File: config.mk
export PLATFORM = sky130hd
export DESIGN_NAME = layered_cnu_sched_ctrl
export DESIGN_NICKNAME = d
export VERILOG_FILES = /design/src/rtl/layered_cnu_sched_ctrl_pkg.sv /design/src/rtl/layered_cnu_sched_ctrl_layer_iter_counter.sv /design/src/rtl/layered_cnu_sched_ctrl.sv
export SDC_FILE = /design/constraint.sdc
export NUM_CORES = 1
export LEC_CHECK = 0
export ABC_AREA = 1
export CORE_ASPECT_RATIO = 0.5
export CORE_MARGIN = 1
export CORE_UTILIZATION = 45
export DETAILED_ROUTE_END_ITERATION = 10
export PLACE_DENSITY_LB_ADDON = 0.2
export SLEW_MARGIN = 10
export SYNTH_ARGS = -nofsm -noshare
export SYNTH_HDL_FRONTEND = slang
export SYNTH_SLANG_ARGS = --single-unit
File: constraint.sdc
create_clock -name read_clk -period 1.9 [get_ports read_clk]
set_input_delay 0.19 -clock read_clk [delete_from_list [all_inputs] [get_ports read_clk]]
set_output_delay 0.19 -clock read_clk [all_outputs]
set_load 0.005 [all_outputs]
File: src/rtl/layered_cnu_sched_ctrl_pkg.sv
// -----------------------------------------------------------------------------
// layered_cnu_sched_ctrl_pkg
// Shared definitions for the layered-decoder CNU scheduling controller:
//   - FSM state encoding (state_t) and its width ST_W
//   - default latency/geometry constants used by the controller, the datapath
//     and the testbench
//   - small helper functions for index and counter widths
// -----------------------------------------------------------------------------
package layered_cnu_sched_ctrl_pkg;

    localparam int FSM_STATE_NUM = 11;
    localparam int ST_W          = $clog2(FSM_STATE_NUM);

    typedef enum logic [ST_W-1:0] {
        ST_RESET_WAIT = ST_W'(0),
        ST_FRAME_IDLE = ST_W'(1),
        ST_VNU_PEND   = ST_W'(2),
        ST_MEM_FETCH  = ST_W'(3),
        ST_CNU_PIPE   = ST_W'(4),
        ST_CNU_OUT    = ST_W'(5),
        ST_BS_WB      = ST_W'(6),
        ST_PAGE_ALIGN = ST_W'(7),
        ST_MEM_WB     = ST_W'(8),
        ST_LAYER_WAIT = ST_W'(9),
        ST_DONE       = ST_W'(10)
    } state_t;

    localparam int DEF_LAYER_NUM          = 3;
    localparam int DEF_MAX_ITER           = 10;
    localparam int DEF_MEM_RD_LEVEL       = 2;
    localparam int DEF_CNU_PIPELINE_LEVEL = 4;
    localparam int DEF_PERMUTATION_LEVEL  = 2;
    localparam int DEF_PAGE_ALIGN_LEVEL   = 1;
    localparam int DEF_RESET_CYCLE        = 100;

    // Width of a 0-based index over n items; never narrower than one bit so a
    // single-iteration configuration still has a legal port.
    function automatic int idx_width(input int n);
        return (n > 1) ? $clog2(n) : 1;
    endfunction

    function automatic int max4(input int a, input int b, input int c, input int d);
        int m;
        m = a;
        if (b > m) m = b;
        if (c > m) m = c;
        if (d > m) m = d;
        return m;
    endfunction

endpackage

File: src/rtl/layered_cnu_sched_ctrl_layer_iter_counter.sv
// -----------------------------------------------------------------------------
// layered_cnu_sched_ctrl_layer_iter_counter  (layer_iter_counter)
// Binary layer / iteration index counters for the layered decoder.
//   i_clk, i_rst      clock, asynchronous active-high reset
//   i_clr             clear both indices (has priority over i_adv)
//   i_adv             advance to the next layer; the layer index wraps at
//                     LAYER_NUM-1 and the iteration index increments on wrap
//   o_layer_idx       current layer, 0-based
//   o_iter_idx        current iteration, 0-based
//   o_last_layer      o_layer_idx == LAYER_NUM-1
//   o_last_iter       o_iter_idx  == MAX_ITER-1
// -----------------------------------------------------------------------------
module layered_cnu_sched_ctrl_layer_iter_counter
    import layered_cnu_sched_ctrl_pkg::*;
#(
    parameter  int LAYER_NUM = DEF_LAYER_NUM,
    parameter  int MAX_ITER  = DEF_MAX_ITER,
    localparam int LW        = idx_width(LAYER_NUM),
    localparam int IW        = idx_width(MAX_ITER)
) (
    input  logic          i_clk,
    input  logic          i_rst,
    input  logic          i_clr,
    input  logic          i_adv,
    output logic [LW-1:0] o_layer_idx,
    output logic [IW-1:0] o_iter_idx,
    output logic          o_last_layer,
    output logic          o_last_iter
);

    logic [LW-1:0] r_layer;
    logic [IW-1:0] r_iter;
    logic          w_last_layer;
    logic          w_last_iter;

    assign w_last_layer = (r_layer == LW'(LAYER_NUM - 1));
    assign w_last_iter  = (r_iter  == IW'(MAX_ITER - 1));

    always_ff @(posedge i_clk or posedge i_rst) begin
        if (i_rst) begin
            r_layer <= '0;
            r_iter  <= '0;
        end else if (i_clr) begin
            r_layer <= '0;
            r_iter  <= '0;
        end else if (i_adv) begin
            if (w_last_layer) begin
                r_layer <= '0;
                // The controller terminates before advancing past the final
                // iteration; wrapping here just keeps the counter bounded.
                r_iter  <= w_last_iter ? '0 : r_iter + 1'b1;
            end else begin
                r_layer <= r_layer + 1'b1;
            end
        end
    end

    assign o_layer_idx  = r_layer;
    assign o_iter_idx   = r_iter;
    assign o_last_layer = w_last_layer;
    assign o_last_iter  = w_last_iter;

endmodule

File: src/rtl/layered_cnu_sched_ctrl.sv
// -----------------------------------------------------------------------------
// layered_cnu_sched_ctrl
// Per-layer scheduler for a layered LDPC decoder: V2C fetch, CNU pipeline,
// barrel-shift write-back, page alignment and C2V memory write, plus layer and
// iteration tracking and frame hand-in/hand-out.
//
// Ports
//   read_clk, rst      clock; asynchronous active-high reset
//   fsm_en             0 = synchronous return to FRAME_IDLE, indices cleared
//   frame_valid        frame loaded, request to decode
//   frame_ready        controller accepts a frame (FRAME_IDLE only)
//   vnu_update_pend    VNU IB-RAMs still updating; holds off MEM_FETCH
//   layer_finish       one-cycle pulse: datapath finished the current layer
//   v2c_mem_fetch      first MEM_FETCH cycle
//   cnu_rd             CNU_PIPE and CNU_OUT
//   c2v_bs_en          first BS_WB cycle
//   c2v_pa_en          throughout PAGE_ALIGN
//   c2v_mem_we         MEM_WB
//   layer_idx/iter_idx current layer / iteration, 0-based
//   last_layer         layer_idx == LAYER_NUM-1
//   frame_done         one-cycle pulse when a frame ends
//   proto_err          sticky: layer_finish seen outside LAYER_WAIT
//   state              current FSM state (debug)
//
// Optional feature macro: CNU_CTRL_EARLY_TERM_EN
//   adds input syndrome_ok and output early_term; a satisfied syndrome at the
//   end of the last layer ends the frame before MAX_ITER iterations.
//
// Frame handshake: a frame transfers on a rising clock edge where both
// frame_valid and frame_ready are 1. frame_ready depends only on the state, so
// frame_valid may be held high without being consumed twice; frame_valid seen
// while frame_ready is 0 has no effect.
// -----------------------------------------------------------------------------
module layered_cnu_sched_ctrl
    import layered_cnu_sched_ctrl_pkg::*;
#(
    parameter  int LAYER_NUM          = DEF_LAYER_NUM,
    parameter  int MAX_ITER           = DEF_MAX_ITER,
    parameter  int MEM_RD_LEVEL       = DEF_MEM_RD_LEVEL,
    parameter  int CNU_PIPELINE_LEVEL = DEF_CNU_PIPELINE_LEVEL,
    parameter  int PERMUTATION_LEVEL  = DEF_PERMUTATION_LEVEL,
    parameter  int PAGE_ALIGN_LEVEL   = DEF_PAGE_ALIGN_LEVEL,
    parameter  int RESET_CYCLE        = DEF_RESET_CYCLE,
    localparam int LW                 = idx_width(LAYER_NUM),
    localparam int IW                 = idx_width(MAX_ITER)
) (
    input  logic            read_clk,
    input  logic            rst,
    input  logic            fsm_en,
    input  logic            frame_valid,
    output logic            frame_ready,
    input  logic            vnu_update_pend,
    input  logic            layer_finish,
    output logic            v2c_mem_fetch,
    output logic            cnu_rd,
    output logic            c2v_bs_en,
    output logic            c2v_pa_en,
    output logic            c2v_mem_we,
    output logic [LW-1:0]   layer_idx,
    output logic [IW-1:0]   iter_idx,
    output logic            last_layer,
    output logic            frame_done,
    output logic            proto_err,
`ifdef CNU_CTRL_EARLY_TERM_EN
    input  logic            syndrome_ok,
    output logic            early_term,
`endif
    output logic [ST_W-1:0] state
);

    // One down-counter serves every multi-cycle stage; it is wide enough for
    // the longest stage.
    localparam int CW = $clog2(max4(MEM_RD_LEVEL, CNU_PIPELINE_LEVEL,
                                    PERMUTATION_LEVEL, PAGE_ALIGN_LEVEL) + 1);
    localparam int RW = $clog2(RESET_CYCLE + 1);

    localparam logic [CW-1:0] MEM_LOAD  = CW'(MEM_RD_LEVEL - 1);
    // CNU_OUT supplies the final CNU cycle, so CNU_PIPE runs one cycle short.
    localparam logic [CW-1:0] CNU_LOAD  = CW'(CNU_PIPELINE_LEVEL - 2);
    localparam logic [CW-1:0] PERM_LOAD = CW'(PERMUTATION_LEVEL - 1);
    localparam logic [CW-1:0] PA_LOAD   = CW'((PAGE_ALIGN_LEVEL > 0) ? PAGE_ALIGN_LEVEL - 1 : 0);
    localparam logic [RW-1:0] RST_LAST  = RW'(RESET_CYCLE - 1);

    state_t        r_state;
    logic [CW-1:0] r_stage_cnt;
    logic [RW-1:0] r_rst_cnt;
    logic          r_proto_err;

    logic          w_last_layer;
    logic          w_last_iter;
    logic          w_term;
    logic          w_idx_clr;
    logic          w_idx_adv;
    logic          w_stage_zero;

`ifdef CNU_CTRL_EARLY_TERM_EN
    logic          r_early;
    logic          w_early_hit;

    assign w_early_hit = w_last_layer && syndrome_ok;
    assign w_term      = (w_last_layer && w_last_iter) || w_early_hit;
`else
    assign w_term      = w_last_layer && w_last_iter;
`endif

    assign w_stage_zero = (r_stage_cnt == '0);

    // Index updates land on the same edge as the matching state transition.
    assign w_idx_clr = !fsm_en || ((r_state == ST_FRAME_IDLE) && frame_valid);
    assign w_idx_adv = fsm_en && (r_state == ST_LAYER_WAIT) && layer_finish && !w_term;

    layered_cnu_sched_ctrl_layer_iter_counter #(
        .LAYER_NUM (LAYER_NUM),
        .MAX_ITER  (MAX_ITER)
    ) u_layer_iter_counter (
        .i_clk        (read_clk),
        .i_rst        (rst),
        .i_clr        (w_idx_clr),
        .i_adv        (w_idx_adv),
        .o_layer_idx  (layer_idx),
        .o_iter_idx   (iter_idx),
        .o_last_layer (w_last_layer),
        .o_last_iter  (w_last_iter)
    );

    always_ff @(posedge read_clk or posedge rst) begin
        if (rst) begin
            r_state     <= ST_RESET_WAIT;
            r_stage_cnt <= '0;
            r_rst_cnt   <= '0;
            r_proto_err <= 1'b0;
`ifdef CNU_CTRL_EARLY_TERM_EN
            r_early     <= 1'b0;
`endif
        end else begin
            if (layer_finish && (r_state != ST_LAYER_WAIT)) begin
                r_proto_err <= 1'b1;
            end

            if (!fsm_en) begin
                r_state     <= ST_FRAME_IDLE;
                r_stage_cnt <= '0;
`ifdef CNU_CTRL_EARLY_TERM_EN
                r_early     <= 1'b0;
`endif
            end else begin
                case (r_state)
                    ST_RESET_WAIT: begin
                        if (r_rst_cnt == RST_LAST) begin
                            r_state <= ST_FRAME_IDLE;
                        end else begin
                            r_rst_cnt <= r_rst_cnt + 1'b1;
                        end
                    end
                    ST_FRAME_IDLE: begin
                        if (frame_valid) begin
                            r_state <= ST_VNU_PEND;
`ifdef CNU_CTRL_EARLY_TERM_EN
                            r_early <= 1'b0;
`endif
                        end
                    end
                    ST_VNU_PEND: begin
                        if (!vnu_update_pend) begin
                            r_state     <= ST_MEM_FETCH;
                            r_stage_cnt <= MEM_LOAD;
                        end
                    end
                    ST_MEM_FETCH: begin
                        if (w_stage_zero) begin
                            r_state     <= ST_CNU_PIPE;
                            r_stage_cnt <= CNU_LOAD;
                        end else begin
                            r_stage_cnt <= r_stage_cnt - 1'b1;
                        end
                    end
                    ST_CNU_PIPE: begin
                        if (w_stage_zero) begin
                            r_state <= ST_CNU_OUT;
                        end else begin
                            r_stage_cnt <= r_stage_cnt - 1'b1;
                        end
                    end
                    ST_CNU_OUT: begin
                        r_state     <= ST_BS_WB;
                        r_stage_cnt <= PERM_LOAD;
                    end
                    ST_BS_WB: begin
                        if (w_stage_zero) begin
                            if (PAGE_ALIGN_LEVEL > 0) begin
                                r_state     <= ST_PAGE_ALIGN;
                                r_stage_cnt <= PA_LOAD;
                            end else begin
                                r_state <= ST_MEM_WB;
                            end
                        end else begin
                            r_stage_cnt <= r_stage_cnt - 1'b1;
                        end
                    end
                    ST_PAGE_ALIGN: begin
                        if (w_stage_zero) begin
                            r_state <= ST_MEM_WB;
                        end else begin
                            r_stage_cnt <= r_stage_cnt - 1'b1;
                        end
                    end
                    ST_MEM_WB: begin
                        r_state <= ST_LAYER_WAIT;
                    end
                    ST_LAYER_WAIT: begin
                        if (layer_finish) begin
                            if (w_term) begin
                                r_state <= ST_DONE;
`ifdef CNU_CTRL_EARLY_TERM_EN
                                r_early <= w_early_hit;
`endif
                            end else if (!vnu_update_pend) begin
                                r_state     <= ST_MEM_FETCH;
                                r_stage_cnt <= MEM_LOAD;
                            end else begin
                                r_state <= ST_VNU_PEND;
                            end
                        end
                    end
                    ST_DONE: begin
                        r_state <= ST_FRAME_IDLE;
                    end
                    default: begin
                        r_state <= ST_FRAME_IDLE;
                    end
                endcase
            end
        end
    end

    // Strobes decode straight from the registered state and stage counter.
    assign frame_ready   = (r_state == ST_FRAME_IDLE);
    assign v2c_mem_fetch = (r_state == ST_MEM_FETCH) && (r_stage_cnt == MEM_LOAD);
    assign cnu_rd        = (r_state == ST_CNU_PIPE) || (r_state == ST_CNU_OUT);
    assign c2v_bs_en     = (r_state == ST_BS_WB) && (r_stage_cnt == PERM_LOAD);
    assign c2v_pa_en     = (r_state == ST_PAGE_ALIGN);
    assign c2v_mem_we    = (r_state == ST_MEM_WB);
    assign frame_done    = (r_state == ST_DONE);
    assign last_layer    = w_last_layer;
    assign proto_err     = r_proto_err;
    assign state         = r_state;
`ifdef CNU_CTRL_EARLY_TERM_EN
    assign early_term    = (r_state == ST_DONE) && r_early;
`endif

endmodule

After elaboration in Yosys (flattened, before gate mapping) --
Cells that the tools add are included.
Operators by class: add/sub/neg operators 4, multiply operators 0, divide/modulo/power cells 0, magnitude comparators 0, eq/ne operators 26, shifts and indexed selects 0, muxes and demuxes 27, bitwise logic cells 1, reductions and logical operators 21
Operator list (count):
- 4-bit two-way mux | 14
- 4-bit one-hot mux with 10 select lines | 1
- 3-bit inequality test, second input constant | 9
- 3-bit two-way mux | 7
- 3-bit one-hot mux with 6 select lines | 1
- 4-bit by 3-bit == test with 1-bit output, second input constant | 4
- 4-bit == test, second input constant | 4
- 4-bit by 2-bit == test with 1-bit output, second input constant | 2
- 1-bit logical AND | 8
- 8-bit AND reduction | 1
- 7-bit by 1-bit adder with 7-bit output, second input constant | 1
- 7-bit == test, second input constant | 1
- 7-bit by 2-bit inequality test with 1-bit output, second input constant | 1
- 2-bit two-way mux | 3
- 4-bit by 1-bit adder with 4-bit output, second input constant | 1
- 4-bit by 1-bit == test with 1-bit output, second input constant | 1
- 4-bit zero test | 1
- 4-bit inequality test, second input constant | 1
- 4-bit AND reduction | 1
- 2-bit nonzero test | 2
- 3-bit by 1-bit == test with 1-bit output, second input constant | 1
- 3-bit zero test | 1
- 3-bit by 2-bit inequality test with 1-bit output, second input constant | 1
- 3-bit AND reduction | 1
- other kinds (9) | 11
Storage, ports and cells: register bits after elaboration 21, latch bits 0, memory bits (writable) 0, ROM bits 0, input bits 6, output and inout bits 19, word-level logic and storage cells 85, memories kept 0

Depth between registers and ports, before layout --
Gate-level depths: netlist (run 1).
depth in word-level cells 6, gate-level depth with buffers 12, mapped depth without buffers 12

Hierarchy --
Synthesis (run 1) repeated with hierarchy kept, for this count alone.
Second synthesis, totals: cells, all modules 220, area, all modules 1575.3 µm²
Modules (own cells, without submodules):
- layered_cnu_sched_ctrl | instances 1, cells each 176, area an instance 1229.9 µm², seq. area each 375.4 µm²
- layered_cnu_sched_ctrl_layer_iter_counter | instances 1, cells each 44, area an instance 345.3 µm², seq. area each 150.1 µm²

Worst setup path after synthesis (run 1) --
OpenSTA, ideal clock, no wires.
path kind reg2reg, start register r_rst_cnt[0], end register r_state[1] (netlist: state[1]), setup time 117 ps, data arrival time 1345 ps, data required time 1783 ps, path slack 438 ps, stages on the path, launching flop included 10, buffers on the path 0, clock period less this slack 1462 ps, cell sequence dfrtp_1 -> ha_1 -> nand2_1 -> nand3b_1 -> nand2_4 -> nand2_2 -> nor2_4 -> nand2_2 -> nand2_1 -> nand2_1
Between the ends: longest elaborated chain between the ends 3
Ends and longest elaborated chain:
- start, declared | line layered_cnu_sched_ctrl.sv:86 | logic [RW-1:0] r_rst_cnt;
- start signal, assigned | line layered_cnu_sched_ctrl.sv:152 | r_rst_cnt <= r_rst_cnt + 1'b1;
- 7-bit == test | line layered_cnu_sched_ctrl.sv:149 | if (r_rst_cnt == RST_LAST) begin
- 3-bit inequality test (no line)
- 8-bit AND reduction (no line)
- end signal, assigned | line layered_cnu_sched_ctrl.sv:150 | r_state <= ST_FRAME_IDLE;
- end signal, assigned | line layered_cnu_sched_ctrl.sv:157 | r_state <= ST_VNU_PEND;
- end signal, assigned | line layered_cnu_sched_ctrl.sv:165 | r_state <= ST_MEM_FETCH;
- end, declared | line layered_cnu_sched_ctrl.sv:84 | state_t r_state;
No other way between the ends. A chain may end at the register's enable or synchronous reset.

Worst setup path after layout (run 1) --
start register r_state[1] (netlist: state[1]), end output port frame_ready
Between the ends: longest elaborated chain between the ends 1
Ends and longest elaborated chain:
- start signal, assigned | line layered_cnu_sched_ctrl.sv:128 | r_state <= ST_RESET_WAIT;
- start signal, assigned | line layered_cnu_sched_ctrl.sv:141 | r_state <= ST_FRAME_IDLE;
- start signal, assigned | line layered_cnu_sched_ctrl.sv:150
- 4-bit by 1-bit == test with 1-bit output | line layered_cnu_sched_ctrl.sv:237 | assign frame_ready = (r_state == ST_FRAME_IDLE);
- end, declared | line layered_cnu_sched_ctrl.sv:51 | output logic frame_ready,
No other way between the ends.

==> out/qor.yml, run 1 <==
status: "finished, final reports clean"
synth.yosys.seq_area_share_pct: 35.6
grt_pass1_wl_um: 5350
peakVddDrop_v: 0.000654
yosysMostFrequentCell: "nand2_1"
nNetsFinal: 248
setup_viol: 0
rsz0062_at_grt: "no"
syn-num-nets: 216
routed_via_density: 5.08
grt_pass1_vias: 1189
cts.path.max_buffers: 2
wl_um: 3230
die_height_um: 42.5
avgSynthCellArea_um2: 7.24
start_util_pct: 48.2
p_clk_share_pct: 15.3
gp_congestion: 0.836
utilization_pct: 60.9
drcViolationCount: 0
drtIter0Drc: 73
fin_tns_setup_ns: 0
cts_tree: "yes"
synthDistinctLibCells: 26
async_reset_ff_share_pct: 100
layout-drive-gt1-share_pct: 16.6
crit_path_start_kind: "flop"
p_switching_uw: 869
clkSlewWorstSetupHoldPaths_ns: 0.08
r2r_end: "state[2]$_DFFE_PP0P_"
tightest_slew_ns: 0.319
grt_max_degree: 22
hold_ws_ns: 0.243
reg2reg_from: "r_rst_cnt[0]$_DFFE_PP0N_"
pin_count: 25
syn_inst: 204
ant_nets: 0
ys.warnings.count: 0
skew_ns: 0.00325
cap_violations: 0
cp-endpoint: "frame_ready"
seq_power_share_pct: 35.0
die-area_um2: 3530
reg2regPathDepth: 9
critPathRequiredTime_ns: 1.71
slew_viol_final: 0
diodes: 0
rows: 14
insertion_delay_ns: 0.27
end_kind: "primary output"
root_buffer: "clkbuf_8"
firstDrtPassIters: 4
io_buffers: 24
dieWidth_um: 83.0
r2r_slack_ns: 0.29
dp_hpwl_um: 2490
core_um2: 3070
path_class: "flop to primary output"
cp_data_arrival_time_ns: 1.62
synth_edf_count: 0
synth_top_cell_by_area: "dfrtp_1"
fmaxAchievable_ghz: 0.553
p_leak_nw: 0.933
power_density_nw_per_um2: 1070
holdCritPathClass: "primary input to async pin"
synthFlopType: "dfrtp_1"
pwr-share-comb_pct: 49.7
antenna_found_initial: 0
slew_headroom_pct: 78.7
synth_top_area_share_pct: 35.6
cts_buffers: 3
p_sw_share_pct: 43.4
syn_area_um2: 1480
vias: 1398
cts_sinks: 21
synth.area.top_cells: "dfrtp_1 (36%), nand2_1 (14%), nand3_1 (6.8%)"
grt_overflow_total: 0
crit_fanout: 8
detail_route.wl_per_cell_um: 11.8
period_needed_ns: 1.81
post-route-period-util_pct: 95.2
p_int_mw: 1.13
timing.final.hold_violations: 0
htreeDepth: 1
synth_seq_cells: 21
track_usage_pct: 19.6
synth_common_cells: "nand2_1 (56), nor2_1 (26), dfrtp_1 (21)"
critical_path.startpoint: "state[1]$_DFFE_PP0P_"
area_growth_pct: 26.5
## through the flow
stage / std cells / area, um^2 / worst slack [ns] / power (mW)
after detailed placement: 269 / 1780 / 0.235 / 1.63
after global routing: 275 / 1870 / 0.0108 / 2.18
after floorplan: 204 / 1480 / 0.438 / 1.35
after CTS: 273 / 1840 / 0.0159 / 1.97
after global placement: 269 / 1780 / 0.235 / 1.62
final: 275 / 1870 / 0.0920 / 2.00
## worst min path at each step
stage	startpoint	to	slack, ns
finish	rst	r_rst_cnt[3]$_DFFE_PP0N_	0.24
global route	rst	r_rst_cnt[3]$_DFFE_PP0N_	0.29
CTS	rst	r_rst_cnt[6]$_DFFE_PP0N_	0.25
detailed placement	proto_err$_DFFE_PP0P_	proto_err$_DFFE_PP0P_	0.45
global placement	proto_err$_DFFE_PP0P_	proto_err$_DFFE_PP0P_	0.44
floorplan	rst	proto_err$_DFFE_PP0P_	0.17
## power by group through the flow
stage               registers (mW)  clock network (mW)  logic, mW
CTS                          0.694               0.322      0.956
global route                 0.719               0.337       1.12
finish                       0.701               0.307      0.995
detailed placement           0.693                   0      0.938
floorplan                    0.652                   0      0.702
global placement             0.691                   0      0.929
## area by class of cell
type	instances	area [um^2]
Multi-Input combinational cell	160	877
Sequential cell	21	531
Clock buffer	3	41.3
Timing Repair Buffer	29	283
Inverter	21	78.8
Tap cell	40	50.0
Fill cell	268	1200
Clock inverter	1	7.51
## sequential cells by signal, indices dropped and copies added (netlist names)
| name | flops |
|---|---|
| u_layer_iter_counter.o_layer_idx | 2 |
| r_stage_cnt | 3 |
| u_layer_iter_counter.o_iter_idx | 4 |
| proto_err | 1 |
| r_rst_cnt | 7 |
| state | 4 |
## logic make-up after synthesis
family,after synthesis,synth area share [%]
adders and majority gates,6,5.08
muxes,2,2.03
buffers and inverters,23,6.02
AOI/OAI and AO/OA,19,7.12
DFF,21,35.6
and+or+nand+nor,125,39.4
xor gates and xnor gates,8,4.75
## what timing repair did
action | CTS | global route
hold buffers | 0 | 0
endpoints found under the hold margin | 0 | 0
setup buffers | 0 | 2
gates cloned | 0 | 0
pin swaps | 0 | 1
setup endpoints to repair | 2 | 3
resized for setup | 6 | 5
## layer usage
layer  track usage (%)  routed length, um  up-vias
met5                 0                  0        -
met4              6.55                 42        0
met3              5.91                154        7
met2              27.9               1380       32
met1              28.2               1650      644
li1                  -                  -      715
## cell usage in the layout, fill, tap and decap left out, drive strengths merged, types with 2 or more instances in the layout
| master | count |
|---|---|
| a21o | 2 |
| a21oi | 5 |
| buf | 5 |
| clkbuf | 3 |
| clkdlybuf4s50 | 22 |
| dfrtp | 21 |
| dlymetal6s2s | 2 |
| ha | 6 |
| inv | 21 |
| mux2 | 2 |
| nand2 | 63 |
| nand3 | 21 |
| nand4 | 3 |
| nor2 | 33 |
| nor3 | 4 |
| o21ai | 11 |
| xnor2 | 4 |
| xor2 | 4 |
## critical path: stages, from the launching register on
cell	delay (ns)
dfrtp_2	0.48
inv_2	0.11
nand2_2	0.08
nor2_2	0.16
clkdlybuf4s50_1	0.52
Power figures use the tool's default switching activity.
==> run 2: changes to the inputs <==
--- a/config.mk
+++ b/config.mk
@@ -6,7 +6,7 @@
 export NUM_CORES = 1
 export LEC_CHECK = 0
 export ABC_AREA = 1
-export CORE_ASPECT_RATIO = 0.5
+export CORE_ASPECT_RATIO = 1.25
 export CORE_MARGIN = 1
 export CORE_UTILIZATION = 45
 export DETAILED_ROUTE_END_ITERATION = 10
==> run 2 against run 1 <==
Power up 4.9%. Combinational power up 20%. First-iteration DRC count down 26%. Critical path depth up 1. Global-route usage up 2.5 points. Count of clock-buffer cells in the layout unchanged. Die area down 0.36%. Final area up 4.2%. Wire length up 9.2%. Maximum frequency down 2.0%. Sequential power down 2%. Critical path type unchanged. Largest power group unchanged. Highest routed layer unchanged.
==> out/qor.yml, run 2 (synthesis results as in run 1) <==
max_stage_delay_ns: 0.48  # -0.04 ns
layout_commonest_cell: "nand2_1"
multi_input_area_um2: 895  # +2.0%
start_util_pct: 48.8  # +0.60 points
setup_viol: 0  # unchanged
dieWidth_um: 53.2  # -36%
crit_fanout: 5  # -3
rsz0062_at_grt: "yes"
die_height_um: 66.0  # +55%
crit_chain: "buf_4 > nor2_4 > nand2_2 > inv_1 > clkdlybuf4s50_1"
regArea_um2: 531  # unchanged
clkSlewWorstSetupHoldPaths_ns: 0.13  # +0.05 ns
peakVddDrop_v: 0.000648  # -1.0%
firstDrtPassIters: 4  # unchanged
end_kind: "primary output"
grt_pass1_wl_um: 5750  # +7.3%
mostFrequentLayoutCells: "nand2_1 (55), nor2_1 (22), nand3_1 (20), clkdlybuf4s50_1 (20)"
slew_viol_final: 0  # unchanged
holdCritPathClass: "primary input to async pin"
cts_buffers: 3  # unchanged
cap_violations: 0  # unchanged
drtIter0Drc: 54  # -26%
insertion_delay_ns: 0.32  # +0.05 ns
skew_ns: 0.0196  # +0.0164 ns
pin_count: 25  # unchanged
power_density_nw_per_um2: 1080  # +0.67%
period_needed_ns: 1.84  # +0.0362 ns
die-area_um2: 3520  # -0.36%
drcViolationCount: 0  # unchanged
vias: 1453  # +3.9%
detail_route.wl_per_cell_um: 12.5  # +6.5%
grt_overflow_total: 0  # unchanged
fin_tns_setup_ns: 0  # unchanged
fmaxAchievable_ghz: 0.542  # -2.0%
layout-drive-gt1-share_pct: 21.5  # +4.9 points
placed_cells: 264  # -1.9%
p_leak_nw: 0.998  # +7.0%
hold_ws_ns: 0.170  # -0.0737 ns
root_buffer: "clkbuf_4"
cts_sinks: 21  # unchanged
utilization_pct: 64.3  # +3.4 points
grt_max_degree: 22  # unchanged
diodes: 0  # unchanged
fin_cells: 282  # +2.5%
rows: 22  # +8
regMostFlops: "r_rst_cnt"
antenna_found_initial: 0  # unchanged
crit_path_start_kind: "flop"
dp_hpwl_um: 2270  # -8.9%
timing.final.hold_violations: 0  # unchanged
io_buffers: 24  # unchanged
area_growth_pct: 31.9
path_class: "flop to primary output"
slew_headroom_pct: 77.7  # -0.96 points
track_usage_pct: 22.1  # +2.5 points
cts_tree: "yes"
ant_nets: 0  # unchanged
cp_data_arrival_time_ns: 1.65  # +0.03 ns
routed_via_density: 5.15  # +1.4%
nNetsFinal: 259  # +4.4%
core_um2: 3030  # -1.2%
largest_register_ffs: 7  # unchanged
critPathRequiredTime_ns: 1.71  # about the same
tightest_slew_ns: 0.333  # +0.0144 ns
cts.path.max_buffers: 2  # unchanged
grt_pass1_vias: 1316  # +11%
post-route-period-util_pct: 97.1  # +1.9 points
fillers: 280  # +4.5%
place_area_um2: 1770  # -0.70%
cpMaxStageDelayCell: "dfrtp_2"
gp_congestion: 0.819  # -2.0%
htreeDepth: 1  # unchanged
cts_hold_buf: 0  # unchanged
design_area_um2: 1950  # +4.2%
status: "finished, final reports clean"
wl_um: 3530  # +9.2%
## run 2: cell count changes in the layout (fill, tap and decap cells not counted), moves of 2 or more
cell | previous run | this run
clkdlybuf4s50_1 | 22 | 20
clkbuf_4 | 0 | 3
nor2_2 | 2 | 4
clkbuf_8 | 3 | 0
buf_4 | 5 | 16
inv_2 | 5 | 3
nor2_1 | 25 | 22
## run 2: final cells by class
cell class / count / share of cell area (%)
Inverter: 21 / 4.18
Sequential cell: 21 / 27.2
Clock buffer: 3 / 1.16
Timing Repair Buffer: 40 / 18.9
Clock inverter: 1 / 0.257
Multi-Input combinational cell: 160 / 46.0
Tap cell: 36 / 2.31
## run 2: path summary, 6_finish.rpt
kind,from,endpoint,slack [ns],depth (start not counted)
setup / recovery,state[3]$_DFFE_PP0P_,cnu_rd,0.06,5
hold / removal,rst,r_rst_cnt[6]$_DFFE_PP0N_,0.17,3
setup reg to reg,u_layer_iter_counter.o_iter_idx[1]$_DFFE_PP0P_,r_stage_cnt[0]$_DFFE_PP0P_,0.24,12
hold reg to reg,proto_err$_DFFE_PP0P_,proto_err$_DFFE_PP0P_,0.47,1
max in group asynchronous,rst,r_stage_cnt[2]$_DFFE_PP0P_,1.49,3
min in group read_clk,proto_err$_DFFE_PP0P_,proto_err$_DFFE_PP0P_,0.47,1
## run 2: layer usage
metal	global-route usage, %	vias up	part of all wire, %
met2	34.8	52	49
li1	-	736	-
met5	0	-	0
met4	7.57	0	2.5
met1	28.8	655	43
met3	5.52	10	5.8
## run 2: metrics by stage
step / worst slack (ns) / power (mW)
after floorplan: 0.438 / 1.35
after global placement: 0.206 / 1.62
after detailed placement: 0.187 / 1.62
after CTS: -0.0123 / 1.97
after global routing: -0.00169 / 2.30
final: 0.0558 / 2.10
## run 2: repair_timing
item / CTS / global route
endpoints found under the setup margin: 4 / 6
gates resized for setup: 9 / 10
setup buffers: 9 / 5
pin swaps: 1 / 0
gates cloned: 0 / 0
## run 2: worst max-delay path, delay by kind of cell, from the launching register on
| family | cells | cell delay [ns] |
|---|---|---|
| flops | 1 | 0.48 |
| simple gates | 2 | 0.16 |
| buf+inv | 3 | 0.69 |
## run 2: power breakdown
part	switching, mW	internal (mW)	leakage (nW)
Sequential	0.138	0.550	0.269
Combinational	0.643	0.547	0.711
Clock	0.145	0.0789	0.0177
==> run 3: changes to the inputs <==
==> constraint.sdc (replaced) <==
create_clock -name read_clk -period 1.7 [get_ports read_clk]
set_input_delay 0.17 -clock read_clk [delete_from_list [all_inputs] [get_ports read_clk]]
set_output_delay 0.17 -clock read_clk [all_outputs]
set_load 0.005 [all_outputs]
==> run 3 against run 2 <==
Clock skew decreased by 0.0036 ns. Setup slack worse by 0.019 ns. Register-to-register slack got worse by 0.16 ns. Power increased by 13%. Cell count increased by 3.2%. Global-route usage decreased by 0.57 points. Sequential power is 7.3% higher. Core utilization up 2.0 points. Clock power up 13%. Count of clock-buffer cells in the layout unchanged. Critical path depth grew 1. Critical endpoint is now c2v_bs_en.
==> out/qor.yml, run 3 (synthesis results as in run 1) <==
cts_tree: "yes"
grt_pass1_vias: 1364  # +3.6%
p_leak_nw: 1.04  # +4.4%
critPathRequiredTime_ns: 1.53  # -0.18 ns
htreeDepth: 1  # unchanged
grt_overflow_total: 0  # unchanged
insertion_delay_ns: 0.32  # about the same
postLayoutSetupSlackWorst_ns: 0.0369  # -0.0189 ns
layout-drive-gt1-share_pct: 25.5  # +3.9 points
drtIter0Drc: 46  # -15%
start_util_pct: 48.8  # unchanged
period_needed_ns: 1.66
r2r_slack_ns: 0.08  # -0.16 ns
cts_buffers: 3  # unchanged
nNetsFinal: 268  # +3.5%
peakVddDrop_v: 0.000796  # +23%
path_buf_inv: 3  # unchanged
dr.max_layer_used: "met4"
clkSlewWorstSetupHoldPaths_ns: 0.14  # about the same
cpMaxStageDelayCell: "dfrtp_2"
die_height_um: 66.0  # unchanged
regMostFlops: "r_rst_cnt"
cp_top_family: "buffers and inverters"
track_usage_pct: 21.5  # -0.57 points
grt_max_degree: 14  # -36%
place_ws_ns: 0.108  # -0.0785 ns
cts.path.max_buffers: 2  # unchanged
end_kind: "primary output"
detail_route.wl_per_cell_um: 12.0  # -3.8%
root_buffer: "clkbuf_4"
power_density_nw_per_um2: 1180  # +9.4%
gp_congestion: 0.877  # +7.1%
cap_violations: 0  # unchanged
pin_count: 25  # unchanged
io_buffers: 24  # unchanged
slew_viol_final: 0  # unchanged
rows: 22  # unchanged
largest_register_ffs: 7  # unchanged
firstDrtPassIters: 4  # unchanged
vias: 1492  # +2.7%
crit_fanout: 4  # -1
dp_hpwl_um: 2450  # +8.2%
setup_viol: 0  # unchanged
reg2reg_from: "state[0]$_DFFE_PP0P_"
cts_sinks: 21  # unchanged
drcViolationCount: 0  # unchanged
die-area_um2: 3520  # unchanged
met2_length_um: 1760  # +1.5%
wl_um: 3510  # -0.71%
core_um2: 3030  # unchanged
slew_headroom_pct: 78.5  # +0.72 points
dieWidth_um: 53.2  # unchanged
ant_nets: 0  # unchanged
fmaxAchievable_ghz: 0.601
status: "finished, final reports clean"
fin_tns_setup_ns: 0  # unchanged
cts_hold_buf: 0  # unchanged
post-route-period-util_pct: 97.8
drt-met1-wl_um: 1530  # +1.7%
mostFrequentLayoutCells: "nand2_1 (55), buf_4 (25), nor2_1 (20), nand3_1 (20)"
routed_via_density: 5.13  # -0.49%
wl_met3_um: 195  # -4.9%
layout_commonest_cell: "nand2_1"
area_growth_pct: 36.0
max_stage_delay_ns: 0.42  # -0.06 ns
skew_ns: 0.0160  # -0.00363 ns
crit_path_start_kind: "flop"
r2r_end: "r_rst_cnt[1]$_DFFE_PP0N_"
diodes: 0  # unchanged
timing.final.hold_violations: 0  # unchanged
rsz0062_at_grt: "yes"
antenna_found_initial: 0  # unchanged
tightest_slew_ns: 0.323  # -0.0107 ns
crit_chain: "inv_2 > buf_4 > nor2_2 > nand2_1 > nor3_1 > dlygate4sd2_1"
cp_data_arrival_time_ns: 1.49  # -0.16 ns
grt_pass1_wl_um: 5660  # -1.4%
reg2regPathDepth: 7  # -5
holdCritPathClass: "primary input to async pin"
path_class: "flop to primary output"
## run 3: changes by cell type in the layout (fill, tap and decap cells not counted), sizes merged
cell and delta:
buf +9, dlygate4sd2 +5, clkdlybuf4s50 -4, clkbuf +1, clkdlybuf4s15 -1, dlymetal6s2s -1
## run 3: cell type report
class | count | area, um^2
multi-input combinational | 160 | 905
clock inverter | 1 | 5.00
sequential | 21 | 531
fill | 264 | 1020
clock buffer | 3 | 22.5
inverter | 21 | 78.8
tap | 36 | 45.0
timing repair buffer | 49 | 422
## run 3: worst max path at each step
stage,slack (ns),endpoint,startpoint,cells past startpoint
after CTS,-0.06,c2v_mem_we,state[0]$_DFFE_PP0P_,4
after floorplan,0.24,state[1]$_DFFE_PP0P_,r_rst_cnt[0]$_DFFE_PP0N_,9
after global placement,0.11,v2c_mem_fetch,state[2]$_DFFE_PP0P_,4
after global routing,-0.09,c2v_bs_en,state[1]$_DFFE_PP0P_,6
final,0.04,c2v_bs_en,state[1]$_DFFE_PP0P_,6
after detailed placement,0.11,v2c_mem_fetch,state[2]$_DFFE_PP0P_,4
## run 3: per-layer routing
layer,vias to the layer above,track usage [%]
met5,-,0
met4,0,5.92
met3,4,4.83
met2,48,36.4
met1,688,26.7
li1,752,-
## run 3: what timing repair did
action / 4_1_cts / 5_1_grt
resized for setup: 15 / 11
pin swaps: 2 / 6
endpoints found under the setup margin: 7 / 7
buffers inserted: 9 / 6
## run 3: power breakdown
group	internal, mW	switching [mW]
clock network	0.0879	0.165
registers	0.612	0.125
logic	0.625	0.756
total	1.33	1.05
## run 3: per-stage QoR
stage          util, %  power (mW)  instance area [um^2]  instances  hold slack (ns)
2_1_floorplan        -        1.51                  1480        204            0.147
6_report          66.3        2.37                  2010        291           0.0820
4_1_cts           64.2        2.26                  1940        285           0.0978
3_3_place_gp      60.6        1.90                  1830        273            0.444
3_5_place_dp      60.6        1.90                  1830        273            0.454
5_1_grt           66.3        2.58                  2010        291           0.0898
